==> src/rtl/cpu_pkg.sv <==
// Shared definitions for the 24-bit CPU: instruction width, opcode
// encodings and instruction field positions, plus a halt predecoder.
package cpu_pkg;

    localparam int INST_W = 24;

    typedef enum logic [1:0] {
        OPT_ALU = 2'b00,
        OPT_IMM = 2'b01,
        OPT_JMP = 2'b10,
        OPT_CTL = 2'b11
    } optype_e;

    localparam logic [3:0] OP_HALT = 4'b1111;
    localparam logic [3:0] OP_NOP  = 4'b0000;

    // Instruction layout: optype | op | rd | rs | rt
    localparam int OPTYPE_MSB = 23;
    localparam int OPTYPE_LSB = 22;
    localparam int OP_MSB     = 21;
    localparam int OP_LSB     = 18;
    localparam int RD_MSB     = 17;
    localparam int RD_LSB     = 12;
    localparam int RS_MSB     = 11;
    localparam int RS_LSB     = 6;
    localparam int RT_MSB     = 5;
    localparam int RT_LSB     = 0;

    function automatic logic is_halt(input logic [INST_W-1:0] word);
        return (optype_e'(word[OPTYPE_MSB:OPTYPE_LSB]) == OPT_CTL) &&
               (word[OP_MSB:OP_LSB] == OP_HALT);
    endfunction

endpackage

==> src/rtl/fetch_fifo.sv <==
// Prefetch FIFO holding {instruction, pc} entries for the fetch stage.
// Flush empties it in one cycle and overrides push/pop. The head output
// reads as zero while empty so it stays stable with nothing buffered.
module fetch_fifo #(
    parameter int WIDTH = 56,
    parameter int DEPTH = 4,
    localparam int AW = $clog2(DEPTH),
    localparam int CW = AW + 1
) (
    input  logic             ck,
    input  logic             rst_n,
    input  logic             flush,
    input  logic             push,
    input  logic [WIDTH-1:0] push_data,
    input  logic             pop,
    output logic [WIDTH-1:0] head_data,
    output logic [CW-1:0]    count,
    output logic             full,
    output logic             empty
);

    localparam logic [AW-1:0] PTR_ONE  = AW'(1);
    localparam logic [CW-1:0] CNT_ONE  = CW'(1);
    localparam logic [CW-1:0] FULL_CNT = CW'(DEPTH);

    logic [WIDTH-1:0] mem [DEPTH];
    logic [AW-1:0]    wr_ptr;
    logic [AW-1:0]    rd_ptr;

    // Pointer and occupancy bookkeeping; flush wins over push/pop
    always_ff @(posedge ck or negedge rst_n) begin
        if (!rst_n) begin
            wr_ptr <= '0;
            rd_ptr <= '0;
            count  <= '0;
        end else if (flush) begin
            wr_ptr <= '0;
            rd_ptr <= '0;
            count  <= '0;
        end else begin
            if (push) wr_ptr <= wr_ptr + PTR_ONE;
            if (pop)  rd_ptr <= rd_ptr + PTR_ONE;
            case ({push, pop})
                2'b10:   count <= count + CNT_ONE;
                2'b01:   count <= count - CNT_ONE;
                default: count <= count;
            endcase
        end
    end

    // Entry storage; contents are only meaningful below the count
    always_ff @(posedge ck) begin
        if (push && !flush) mem[wr_ptr] <= push_data;
    end

    assign empty     = (count == '0);
    assign full      = (count == FULL_CNT);
    assign head_data = empty ? '0 : mem[rd_ptr];

endmodule

==> src/rtl/inst_fetch.sv <==
// Instruction fetch stage: sequential PC generation, credit-limited reads
// to a synchronous instruction memory, and a prefetch FIFO drained by
// decode. Redirect flushes and restarts; halt stops new fetches for good.
// Optional build macro FETCH_HALT_DETECT_EN: predecode pushed instructions
// and stop fetching at a halt instruction, dropping the request behind it.
module inst_fetch
    import cpu_pkg::*;
#(
    parameter int PC_W  = 32,
    parameter int DEPTH = 4
) (
    input  logic              ck,
    input  logic              rst_n,
    output logic              imem_req,
    output logic [PC_W-1:0]   imem_addr,
    input  logic [INST_W-1:0] imem_rdata,
    output logic              inst_valid,
    input  logic              inst_ready,
    output logic [INST_W-1:0] inst,
    output logic [PC_W-1:0]   inst_pc,
    input  logic              redirect_valid,
    input  logic [PC_W-1:0]   redirect_pc,
    input  logic              halt_req,
    output logic              halted
);

    localparam int CW = $clog2(DEPTH) + 1;
    localparam int EW = INST_W + PC_W;
    localparam logic [CW:0] DEPTH_L = (CW + 1)'(DEPTH);

    logic [PC_W-1:0] fetch_pc_p0;
    logic            run_p0;
    logic            stop_p0;
    logic            req_vld_p1;
    logic [PC_W-1:0] req_pc_p1;

    logic            issue;
    logic            resp_live;
    logic            resp_kill;
    logic            halt_hit;
    logic            pop;
    logic [CW:0]     used;

    logic [CW-1:0]   fifo_count;
    logic            fifo_full;
    logic            fifo_empty;
    logic [EW-1:0]   head;

    // Issue only while FIFO entries plus the outstanding read leave room
    always_comb begin
        used      = {1'b0, fifo_count} + {{CW{1'b0}}, req_vld_p1};
        issue     = run_p0 && !stop_p0 && !redirect_valid && (used < DEPTH_L);
        resp_live = req_vld_p1 && !redirect_valid && !resp_kill;
        pop       = !fifo_empty && inst_ready && !redirect_valid;
    end

`ifdef FETCH_HALT_DETECT_EN
    logic hd_stop_p0;

    assign halt_hit  = resp_live && is_halt(imem_rdata);
    assign resp_kill = hd_stop_p0;

    // Remember a predecoded halt so the read issued alongside it is dropped
    always_ff @(posedge ck or negedge rst_n) begin
        if (!rst_n)        hd_stop_p0 <= 1'b0;
        else if (halt_hit) hd_stop_p0 <= 1'b1;
    end
`else
    assign halt_hit  = 1'b0;
    assign resp_kill = 1'b0;
`endif

    // Stage p0 -> p1: fetch PC, outstanding-read flag and sticky stop
    always_ff @(posedge ck or negedge rst_n) begin
        if (!rst_n) begin
            run_p0      <= 1'b0;
            fetch_pc_p0 <= '0;
            req_vld_p1  <= 1'b0;
            stop_p0     <= 1'b0;
        end else begin
            run_p0     <= 1'b1;
            req_vld_p1 <= issue;
            if (redirect_valid)  fetch_pc_p0 <= redirect_pc;
            else if (issue)      fetch_pc_p0 <= fetch_pc_p0 + PC_W'(1);
            if (halt_req || halt_hit) stop_p0 <= 1'b1;
        end
    end

    // PC travelling with the outstanding read, paired with the returned word
    always_ff @(posedge ck) begin
        if (issue) req_pc_p1 <= fetch_pc_p0;
    end

    fetch_fifo #(
        .WIDTH (EW),
        .DEPTH (DEPTH)
    ) u_fifo (
        .ck        (ck),
        .rst_n     (rst_n),
        .flush     (redirect_valid),
        .push      (resp_live),
        .push_data ({imem_rdata, req_pc_p1}),
        .pop       (pop),
        .head_data (head),
        .count     (fifo_count),
        .full      (fifo_full),
        .empty     (fifo_empty)
    );

    assert property (@(posedge ck) disable iff (!rst_n) !(resp_live && fifo_full));

    assign imem_req   = issue;
    assign imem_addr  = fetch_pc_p0;
    assign inst_valid = !fifo_empty;
    assign inst       = head[EW-1:PC_W];
    assign inst_pc    = head[PC_W-1:0];
    assign halted     = stop_p0 && fifo_empty && !req_vld_p1;

endmodule

==> config.mk <==
export PLATFORM = sky130hd
export DESIGN_NAME = inst_fetch
export DESIGN_NICKNAME = d
export VERILOG_FILES = /design/src/rtl/cpu_pkg.sv /design/src/rtl/fetch_fifo.sv /design/src/rtl/inst_fetch.sv
export SDC_FILE = /design/constraint.sdc
export NUM_CORES = 1
export LEC_CHECK = 0
export ABC_AREA = 1
export CORE_MARGIN = 1.5
export CORE_UTILIZATION = 50
export DETAILED_ROUTE_END_ITERATION = 8
export GPL_ROUTABILITY_DRIVEN = 0
export HOLD_SLACK_MARGIN = 0.03
export PLACE_DENSITY = 0.8
export SLEW_MARGIN = 0
export SYNTH_ARGS = -nofsm -noshare
export SYNTH_HDL_FRONTEND = slang
export SYNTH_SLANG_ARGS = --single-unit
export TNS_END_PERCENT = 10
==> constraint.sdc <==
create_clock -name ck -period 3.5 [get_ports ck]
set_input_delay 0.525 -clock ck [delete_from_list [all_inputs] [get_ports ck]]
set_output_delay 0.525 -clock ck [all_outputs]
set_load 0.03 [all_outputs]
Word-level counts from Yosys, hierarchy flattened --
Memory sizes are Yosys's and may differ from the RTL's. Cells that the tools add are included.
Storage, ports and cells: register bits after elaboration 74, RAM bits 224, input port bits 61, output and inout port bits 91, logic and storage cells 47, memories 1
Memory list:
- u_fifo.mem | depth 4, width 56, rd ports 1, clocked after memory_dff 0, write ports 1, RTL line fetch_fifo.sv:26 | logic [WIDTH-1:0] mem [DEPTH];
Cells by class: add/subtract/negate cells 6, $lt $le $gt $ge 1, eq/ne operators 2, mux-type cells 11, reduce and logical (&&, ||, !) cells 18
Operator list (number):
- 32-bit 2-to-1 mux | 2
- 56-bit 2-to-1 mux | 1
- 32-bit by 1-bit adder with 32-bit output, second input constant | 1
- 1-bit logical AND | 9
- 2-bit 2-to-1 mux | 4
- 3-bit case mux with 2 select lines | 1
- 2-bit nonzero test | 3
- 2-bit by 1-bit adder with 2-bit output, second input constant | 2
- 3-bit by 1-bit adder with 4-bit output | 1
- 1-bit logical NOT | 4
- 4-bit by 3-bit less-than comparator with 1-bit output, second input constant | 1
- 3-bit by 1-bit adder with 3-bit output, second input constant | 1
- 3-bit logical NOT | 1
- 3-bit 2-to-1 mux | 1
- 3-bit nonzero test | 1
- 3-bit by 1-bit subtractor with 3-bit output, second input constant | 1
- 2-bit by 1-bit equality test with 1-bit output, second input constant | 1
- 2-bit equality test, second input constant | 1
- 1-bit 2-to-1 mux | 2

Depth between registers and ports, before layout --
depth in word-level cells 7, mapped depth 10, gate-level depth less buffers 10

Cells and area by module --
From an unflattened synthesis, not the netlist that was laid out.
Second synthesis, totals: cell total of the unflattened synthesis 1369, area, all modules 13262.7 µm²
By module, submodules not included:
- fetch_fifo | times used 1, cells each 945, area an instance 9805.7 µm², seq. area each 6901.6 µm²
- inst_fetch | times used 1, cells each 424, area an instance 3457.1 µm², seq. area each 1836.8 µm²

Worst setup path before layout --
Ideal clock, no wire load.
path type input -> register, start point in redirect_valid, end point mem u_fifo.mem[0][0], enable pin, library setup time 470 ps, arrival 3230 ps, required time 3030 ps, path slack -200 ps, cell stages on the path 4, path buffers 1, cell sequence buf_4 -> inv_6 -> nand2_1 -> nor2_1
Between the ends: longest elaborated chain between the ends 5
Ends and longest elaborated chain:
- start: declaration | RTL line inst_fetch.sv:21 | input logic redirect_valid,
- 1-bit logical NOT (*) | RTL line fetch_fifo.sv:53, inst_fetch.sv:53
- 1-bit logical AND | RTL line inst_fetch.sv:53 | resp_live = req_vld_p1 && !redirect_valid && !resp_kill;
- 1-bit logical AND (*) | RTL line fetch_fifo.sv:53 | if (push && !flush) mem[wr_ptr] <= push_data;
- 1-bit 2-to-1 mux (*) | RTL line fetch_fifo.sv:53
- 1-bit 2-to-1 mux (implied by the code) (*) | RTL line fetch_fifo.sv:53
- end: declaration | RTL line fetch_fifo.sv:26
Mark *: on every way between the ends. The rest lies on a longest branch, timed or not.

Final worst setup path --
start point reg u_fifo.rd_ptr[0], end point out inst_pc[12]
Between the ends: longest elaborated chain between the ends 2
Ends and longest elaborated chain:
- start: declaration | RTL line fetch_fifo.sv:28 | logic [AW-1:0] rd_ptr;
- start signal: assignment | RTL line fetch_fifo.sv:42 | if (pop) rd_ptr <= rd_ptr + PTR_ONE;
- memory 4 x 56 bit
- 56-bit 2-to-1 mux | RTL line fetch_fifo.sv:58 | assign head_data = empty ? '0 : mem[rd_ptr];
- end: declaration | RTL line inst_fetch.sv:20 | output logic [PC_W-1:0] inst_pc,
No other way between the ends.

==> run_results.csv <==
group,metric,value,unit
run_status,outcome,"complete, no violations",
synth,synth_fp_nets,1229,
synth,synth_top_area_share,61.1,%
clock_tree,hold_buffers,0,
synth,synth-seq-cells,298,
placed_design,io_buffers,151,
clock_tree,cts.sinks,298,
drt,wl,28100,um
placed_design,place_worst_setup_slack,628,ps
clock_tree,cts_buffer_depth,3,
power,power_per_cell_area,520,mW/mm^2
setup_path,crit_fanout,68,
clock_tree,htree_num_levels,1,
synth,synth.area.top_cells,"edfxtp_1, dfrtp_1, nor2_1",
cells_and_area,stdcell_count,1658,
synth,yosysSeqAreaShare,69.4,%
setup_path,start_kind,"flop",
cells_and_area,area_growth,24.0,%
power,ir_drop,0.000311,V
drt,antenna_left,0,
timing,fin_crit_sh,92.2,%
cells_and_area,layout.nets,1378,
setup_path,arrival,2700,ps
timing,skew,16.7,ps
setup_path,crit_chain,"buf_6 > buf_6 > nor2_1 > nor2_1 > o21ai_0 > a21oi_1 > buf_12",
timing,setup_slack,275,ps
timing,setup_viol,0,
floorplan,ios,152,
synth,ys_async_sr_fraction,14.1,%
timing,worst_slew_margin_rel,41.7,%
cells_and_area,drive_gt1_share,9.75,%
job,maxCapViolCount,0,
setup_path,reg2reg_depth,9,
synth,syn_area,0.0126,mm^2
floorplan,start_util,51.3,%
placed_design,dp_hpwl,17400,um
grt,antenna_found_initial,0,
synth,synth-edff-count,256,
hold_path,hold_class,"in2async",
drt,route.vias.total,8769,
drt,drc,0,
power,leakage,5.79,nW
grt,grt_usage,21.7,%
clock_tree,clock_latency,550,ps
placed_design,placed_area,0.0147,mm^2
timing,finalCriticalPeriod,3230,ps
timing,worst_slew_pin_slew,874,ps
synth,synth.distinct_cells,30,
grt,grt_first_pass_wirelength,44600,um
drt,wl_per_cell,17.0,um
grt,grt_pass1_vias,8720,
synth,ys_warn_count,0,
synth,avgSynthCellArea,10.8,um^2
clock_tree,numCtsBuffers,29,
setup_path,ff2ff_setup_slack,1500,ps
drt,drtPass1Iterations,7,
setup_path,endpoint_kind,"output port",
clock_tree,cts_tree,"yes",
floorplan,rows,57,
synth,syn_inst,1162,
drt,via_per_inst,5.29,
clock_tree,cts_setup_buffers,0,
clock_tree,cts-resized-gates,0,
synth,synth_commonest_cells,"nor2_1, edfxtp_1, nand2_1",
timing,fmax,0.310,GHz
setup_path,r2r-end,"u_fifo.count[2]$_DFFE_PN0P_",
synth,yosysMostFrequentCell,"nor2_1",
timing,hold_slack,94.3,ps
clock_tree,root_buffer,"clkbuf_16",
synth,synth_flop_cell,"edfxtp_1",
cells_and_area,n_antenna_cell,0,
timing,rsz0062_at_grt,"no",
cells_and_area,fillers,1851,
floorplan,die_y,162,um
setup_path,cp_slowest_cell,"buf_6",
setup_path,criticalPathCategory,"reg2out",
synth,yosysTopAreaCell,"edfxtp_1",
timing,finalHoldViolCount,0,
drt,drt-initial-drc-count,715,
setup_path,regToRegStartpoint,"u_fifo.count[0]$_DFFE_PN0P_",
timing,drv_slew,0,
setup_path,required,2970,ps
clock_tree,clkTransAtPathRegs,60,ps
grt,grt_start_max_net_pins,69,
cells_and_area,final_cell_area,0.0156,mm^2
placed_design,place_inst,1604,
grt,overflow,0,
floorplan,dieArea,0.0261,mm^2
floorplan,die_w,162,um
setup_path,max_stage_delay,430,ps
floorplan,core,0.0245,mm^2
[worst max-delay path, delay by kind of cell (launching register included)]
kind,cells,cell delay [ps]
AOI/OAI and AO/OA,2,480
buffers and inverters,3,980
DFF,1,420
and+or+nand+nor,2,210
[worst max path at each step]
stage                     cells past startpoint                          to                          from  slack (ps)
after floorplan                               4  u_fifo.mem[0][0]$_DFFE_PP_                redirect_valid        -200
after global placement                        7                  inst_pc[7]  u_fifo.rd_ptr[0]$_DFFE_PN0P_         680
after detailed placement                      7                 inst_pc[11]  u_fifo.rd_ptr[0]$_DFFE_PN0P_         630
after CTS                                     7                 inst_pc[17]  u_fifo.rd_ptr[0]$_DFFE_PN0P_          20
after global routing                          6                    inst[14]  u_fifo.rd_ptr[0]$_DFFE_PN0P_         100
final                                         7                 inst_pc[12]  u_fifo.rd_ptr[0]$_DFFE_PN0P_         270
[sequential cells by signal (all words and copies together) (netlist names)]
signal and count:
u_fifo.mem 224, imem_addr 32, req_pc_p1 32, u_fifo.count 3
u_fifo.rd_ptr 2, u_fifo.wr_ptr 2, req_vld_p1 1, run_p0 1
stop_p0 1
[through the flow]
| step | power (mW) | util, % | TNS, ps |
|---|---|---|---|
| final | 8.11 | 63.6 | 0 |
| after global routing | 8.40 | 63.6 | 0 |
| after CTS | 8.16 | 63.6 | 0 |
| after detailed placement | 5.20 | 59.8 | 0 |
| after global placement | 5.18 | 59.8 | 0 |
| after floorplan | 4.63 | - | -44830 |
[cell type report]
cell class	count	area (um^2)	share of cell area, %
clock buffer	42	825	5.28
multi-input combinational	744	3380	21.7
timing repair buffer	169	1890	12.1
inverter	69	265	1.70
tap	324	405	2.60
clock inverter	12	101	0.649
sequential	298	8740	56.0
[power by group]
part	leakage (nW)	internal (mW)	switching [mW]
clock	0.461	1.71	1.26
combinational	2.51	0.470	0.706
sequential	2.82	3.88	0.0826
total	5.79	6.06	2.05
[layer usage]
layer / vias to the layer above / GRT usage, % / part of all wire (%)
met5: - / 0 / 0
met2: 357 / 38.1 / 50
li1: 4224 / - / -
met3: 37 / 3.27 / 7.1
met4: 0 / 6.42 / 1.8
met1: 4151 / 28.1 / 41
[layout by cell type, fill, tap and decap left out, types with 11 or more instances in the layout]
master,count
nor2_4,11
o21ai_0,134
inv_1,61
buf_12,26
buf_4,24
nand2_1,193
dfrtp_1,40
clkbuf_16,29
nor2_1,268
clkdlybuf4s50_1,116
edfxtp_1,256
a21oi_1,61
nand3_1,38
[logic make-up (layout without fill, tap and decap cells)]
family                   after synthesis  count (layout)  synth area share, %
AO/OA/AOI/OAI                        201             201                 8.11
buffers and inverters                120             292                 3.95
adder cells (fa/ha/maj)                6               6                0.656
other                                  1               1               0.0298
flip-flops                           298             298                 69.4
XOR/XNOR                              10              10                0.696
AND/OR/NAND/NOR                      526             526                 17.1
Note: power is estimated with default switching activity, not from simulation.
